==> config.mk <==
export PLATFORM = sky130hd
export DESIGN_NAME = barrel_shifter_seq
export DESIGN_NICKNAME = d
export VERILOG_FILES = /design/src/rtl/barrel_shifter_seq.sv
export SDC_FILE = /design/constraint.sdc
export NUM_CORES = 1
export LEC_CHECK = 0
export CORE_MARGIN = 10
export CORE_UTILIZATION = 44
export CTS_CLUSTER_SIZE = 25
export DETAILED_ROUTE_END_ITERATION = 7
export PLACE_DENSITY = 0.83
export SYNTH_ARGS = -nofsm -noshare
export SYNTH_HDL_FRONTEND = slang
export SYNTH_SLANG_ARGS = --single-unit
==> constraint.sdc <==
create_clock -name clk_in -period 1.4 [get_ports clk_in]
set_input_delay 0.35 -clock clk_in [delete_from_list [all_inputs] [get_ports clk_in]]
set_output_delay 0.35 -clock clk_in [all_outputs]
set_load 0.02 [all_outputs]
==> src/rtl/barrel_shifter_seq.sv <==
// Sequential barrel shifter. It shifts one bit position per cycle through a
// working register. A request is taken in IDLE and shifted in SHIFT for s
// cycles. The registered result is held in DONE until the consumer accepts it.
//
// Ports:
//   clk_in        rising-edge clock
//   rst_in        synchronous active-high reset
//   req_valid_in  request present         req_ready_out  accepting (IDLE only)
//   x_in          operand                 s_in           shift amount
//   op_in         000 LSL, 001 LSR, 010 ASL, 011 ASR, 100 ROL, 101 ROR,
//                 11x pass-through
//   rsp_valid_out result valid (DONE)     rsp_ready_in   consumer accepts
//   y_out         result                  zf_out         y_out == 0
//   vf_out        ASL overflow            busy_out       in SHIFT or DONE
module barrel_shifter_seq #(
  parameter int D_SIZE = 4,
  localparam int SW = $clog2(D_SIZE)
) (
  input  logic              clk_in,
  input  logic              rst_in,
  input  logic              req_valid_in,
  output logic              req_ready_out,
  input  logic [D_SIZE-1:0] x_in,
  input  logic [SW-1:0]     s_in,
  input  logic [2:0]        op_in,
  output logic              rsp_valid_out,
  input  logic              rsp_ready_in,
  output logic [D_SIZE-1:0] y_out,
  output logic              zf_out,
  output logic              vf_out,
  output logic              busy_out
);

  typedef enum logic [1:0] {IDLE, SHIFT, DONE} state_t;

  state_t            state, state_nxt;
  logic [D_SIZE-1:0] work, step_w;
  logic [SW-1:0]     cnt;
  logic [2:0]        op_q;
  logic              vf_acc, step_vf;
  logic              accept, needs_shift, last_step;

  assign accept      = req_valid_in && req_ready_out;
  // Zero shifts and the pass-through codes skip SHIFT entirely.
  assign needs_shift = (s_in != '0) && (op_in <= 3'd5);
  assign last_step   = (cnt == SW'(1));

  // State register
  always_ff @(posedge clk_in) begin
    if (rst_in) state <= IDLE;
    else        state <= state_nxt;
  end

  // Next-state logic
  always_comb begin
    state_nxt = state;
    unique case (state)
      IDLE:    if (accept) state_nxt = needs_shift ? SHIFT : DONE;
      SHIFT:   if (last_step) state_nxt = DONE;
      DONE:    if (rsp_ready_in) state_nxt = IDLE;
      default: state_nxt = IDLE;
    endcase
  end

  // FSM outputs. Ready is masked by reset so nothing is taken while it is asserted.
  always_comb begin
    req_ready_out = (state == IDLE) && !rst_in;
    rsp_valid_out = (state == DONE);
    busy_out      = (state != IDLE);
  end

  // A single-bit step of the working register.
  always_comb begin
    step_w = work;
    unique case (op_q)
      3'b000, 3'b010: step_w = {work[D_SIZE-2:0], 1'b0};
      3'b001:         step_w = {1'b0, work[D_SIZE-1:1]};
      3'b011:         step_w = {work[D_SIZE-1], work[D_SIZE-1:1]};
      3'b100:         step_w = {work[D_SIZE-2:0], work[D_SIZE-1]};
      3'b101:         step_w = {work[0], work[D_SIZE-1:1]};
      default:        step_w = work;
    endcase
    // ASL overflows when the sign bit is about to change.
    step_vf = vf_acc | ((op_q == 3'b010) && (work[D_SIZE-1] != work[D_SIZE-2]));
  end

  // Datapath. The result registers load only when DONE is entered, so they
  // stay stable while a response is stalled.
  always_ff @(posedge clk_in) begin
    if (rst_in) begin
      work   <= '0;
      cnt    <= '0;
      op_q   <= '0;
      vf_acc <= 1'b0;
      y_out  <= '0;
      zf_out <= 1'b0;
      vf_out <= 1'b0;
    end else begin
      unique case (state)
        IDLE: if (accept) begin
          work   <= x_in;
          cnt    <= s_in;
          op_q   <= op_in;
          vf_acc <= 1'b0;
          if (!needs_shift) begin
            y_out  <= x_in;
            zf_out <= (x_in == '0);
            vf_out <= 1'b0;
          end
        end
        SHIFT: begin
          work   <= step_w;
          cnt    <= cnt - SW'(1);
          vf_acc <= step_vf;
          if (last_step) begin
            y_out  <= step_w;
            zf_out <= (step_w == '0);
            vf_out <= step_vf;
          end
        end
        default: ;
      endcase
    end
  end

endmodule

==> results.ini <==
[outcome]
status=finished with violations
violations=setup timing

[floorplanning]
core_area_mm2=0.00221
die_h_um=68.1
die_area_mm2=0.00463
initial_utilization_pct=45.9
die_w_um=68.1
rows=17
ioPinCount=22

[power_and_ir_drop]
power.density_mw_per_mm2=1030
p_switching_mw=0.555
vdd_drop_max_mv=0.886
finalPower_mw=1.61
switching_share_pct=34.5
leakage_nw=0.649
seq_power_share_pct=39.3
internal-power_mw=1.05
pwr-share-comb_pct=39.8
clockPowerShare_pct=20.9

[placed_design]
dp.cells=177
port_buffers=21
hpwl_um=1960
dpl_worst_slack_ns=-0.584
placedInstanceArea_mm2=0.00133
gp_congestion=0.889

[logic_synthesis]
yosys_register_bits=18
synth.net_count=135
synthCells=121
ys.flop_type=dfxtp_1
postSynthAreaPerCell_um2=8.40
async_flop_share_pct=0
synth_area_mm2=0.00102
synth_edf_count=0
ys_warn_count=0
synth_cell_types=36
ys_seq_area_share_pct=35.5

[timing]
hold_viol=0
finalCriticalPeriod_ns=1.54
rsz0062_at_grt=yes
tightest_slew_ns=0.369
finalCritPeriodShare_pct=110
final.setup.worst_slack_ns=-0.136
setup_viol=14
drv_slew=0
max_freq_ghz=0.651
relSlewSlack_pct=75.4
skew_ns=0.0126

[global_route]
grt_pass1_wl_um=4890
gr-total-overflow=0
antenna_found_initial=0
grt_max_degree=21
track_usage_pct=13.2
first_global_vias=1065

[worst_setup_path]
rr_worst_depth=6
cp.arrival_ns=1.73
cp_max_fo=6
crit_slowest_cell=dfxtp_2
cp_data_required_time_ns=1.59
start_kind=register
critical-path-max-stage-delay_ns=0.35
reg2reg_from=state[0]
r2r_slack_ns=-0.14
worst-setup-path-type=reg2reg
critical_path.top_delay_family=flip-flops
critPathBufInv=2
rr_endpoint=work[1]
cp_cell_sequence=buf_6 > nor4b_4 > buf_4 > mux2_4 > a21oi_2 > nor2_1
cp-end-kind=register

[cts]
htree_levels=1
clock_latency_ns=0.31
cts_root_buf=clkbuf_4
postCtsHoldBufs=0
path_clk_slew_ns=0.12
cts_sinks=18
clockBufferDepth=2
cts_tree=done
cts_made_buffers=3

[run]
drv_cap=0

[route]
drc=0
antenna_left=0
viasPerCell=5.79
drtIter0Drc=116
dr_total_vias=1105
finalWirelength_um=3160
dr.pass1.iters=4
wl_per_cell_um=16.6

[finish]
stdcell_count=191
area_delta_synth_final_pct=53.0
n_antenna_cell=0
design_area_mm2=0.00155
final_layout_size_suffix_gt1_share_pct=40.5
layout.nets=178

[min_path]
hold_end=y_out[0]
holdPathStages=2
hold_start=y_out[0]
hp-class=reg2reg

worst reg2reg max path, delay by kind of cell (launching register included):
kind / cells / cell delay [ns]
simple gates: 2 / 0.33
compound gates: 1 / 0.12
buf+inv: 2 / 0.33
mux: 1 / 0.31
flops: 1 / 0.35
kinds of logic (layout without fill, tap and decap cells):
| logic type | count (synthesis) | count (layout) | synth area share (%) |
|---|---|---|---|
| AND/OR/NAND/NOR | 56 | 56 | 30.2 |
| AO/OA/AOI/OAI | 31 | 31 | 21.1 |
| flip-flops | 18 | 18 | 35.5 |
| buffers and inverters | 9 | 51 | 6.03 |
| multiplexers | 5 | 5 | 5.17 |
| adder cells (fa/ha/maj) | 1 | 1 | 1.23 |
| XOR/XNOR | 1 | 1 | 0.862 |
cells in the mapped netlist (2+ instances only):
library cell / number / area, um^2
a31oi_1: 2 / 12.5
nand3b_1: 2 / 15.0
nor3_1: 5 / 25.0
buf_6: 3 / 33.8
o211ai_1: 3 / 22.5
nand2_1: 14 / 52.6
and3_1: 2 / 12.5
dfxtp_1: 18 / 360
a211oi_1: 7 / 52.6
mux2i_1: 3 / 30.0
mux2_2: 2 / 22.5
nand2b_1: 4 / 25.0
clkbuf_1: 3 / 11.3
nand4b_1: 2 / 17.5
o21ai_0: 6 / 30.0
nor2_1: 15 / 56.3
and2_1: 3 / 18.8
a21oi_1: 8 / 40.0
and2b_1: 2 / 15.0
layout by cell type, fill, tap and decap left out, types with 2 or more instances in the layout:
cell | netlist | routed
a21oi_2 | 0 | 3
a211oi_2 | 0 | 5
o21ai_2 | 0 | 3
mux2i_1 | 3 | 2
nor3_1 | 5 | 4
nand4b_1 | 2 | 2
o21ai_1 | 0 | 2
nor2_1 | 15 | 12
buf_4 | 1 | 20
nor2_4 | 0 | 2
a21oi_1 | 8 | 5
clkdlybuf4s50_1 | 0 | 10
clkbuf_4 | 0 | 3
and3_1 | 2 | 2
nand2_2 | 0 | 4
dfxtp_1 | 18 | 14
and2_1 | 3 | 3
dlygate4sd2_1 | 0 | 6
nand2b_1 | 4 | 4
nand3b_1 | 2 | 2
o211ai_1 | 3 | 3
a211oi_1 | 7 | 2
dfxtp_2 | 0 | 4
nand2_1 | 14 | 10
buf_6 | 3 | 7
repair_timing:
item	4_1_cts	5_1_grt
pin swaps	16	12
gates resized for setup	46	21
gates cloned	0	0
setup endpoints to repair	24	20
buffers inserted	9	3
state kept, by name (all words and copies together), names as in the netlist:
| name | flops |
|---|---|
| zf_out | 1 |
| cnt | 2 |
| state | 2 |
| vf_out | 1 |
| work | 4 |
| op_q | 3 |
| y_out | 4 |
| vf_acc | 1 |
power groups by stage:
stage | sequential [mW] | clock (mW) | combinational, mW
after floorplan | 0.630 | 0 | 0.314
after global placement | 0.623 | 0 | 0.496
after detailed placement | 0.629 | 0 | 0.507
after CTS | 0.621 | 0.337 | 0.585
after global routing | 0.639 | 0.364 | 0.690
final | 0.631 | 0.336 | 0.640
how the worst max path moves through the flow:
stage                        start  slack [ns]       endpoint  cells after the start
final                     state[0]       -0.14        work[1]                      6
after global routing      state[0]       -0.21        work[1]                      6
after CTS                 state[1]       -0.21        work[1]                      7
after detailed placement    rst_in       -0.58  req_ready_out                      3
after global placement      rst_in       -0.57  req_ready_out                      3
after floorplan           state[0]       -0.04        work[1]                      5
area by class of cell:
type / count / area [um^2]
multi-input cells: 94 / 699
flip-flops and latches: 18 / 365
inverters: 1 / 3.75
clock buffers: 4 / 36.3
repair buffers: 46 / 414
fillers: 184 / 658
well taps: 28 / 35.0
per-layer routing:
metal | part of all wire, % | up-vias | track usage [%]
li1 | - | 520 | -
met2 | 53 | 47 | 24.7
met4 | 0.98 | 0 | 3.02
met1 | 39 | 532 | 14.8
met5 | 0 | - | 0
met3 | 7.3 | 6 | 2.77
metrics by stage:
| stage | util, % | setup TNS (ns) | hold WS [ns] |
|---|---|---|---|
| finish | 70.2 | -1.05 | 0.464 |
| global route | 70.2 | -2.25 | 0.512 |
| CTS | 67.3 | -1.73 | 0.467 |
| detailed placement | 60.2 | -8.54 | 0.446 |
| global placement | 60.2 | -7.98 | 0.439 |
| floorplan | - | -0.118 | 0.449 |
Note: power is estimated with default switching activity, not from simulation.
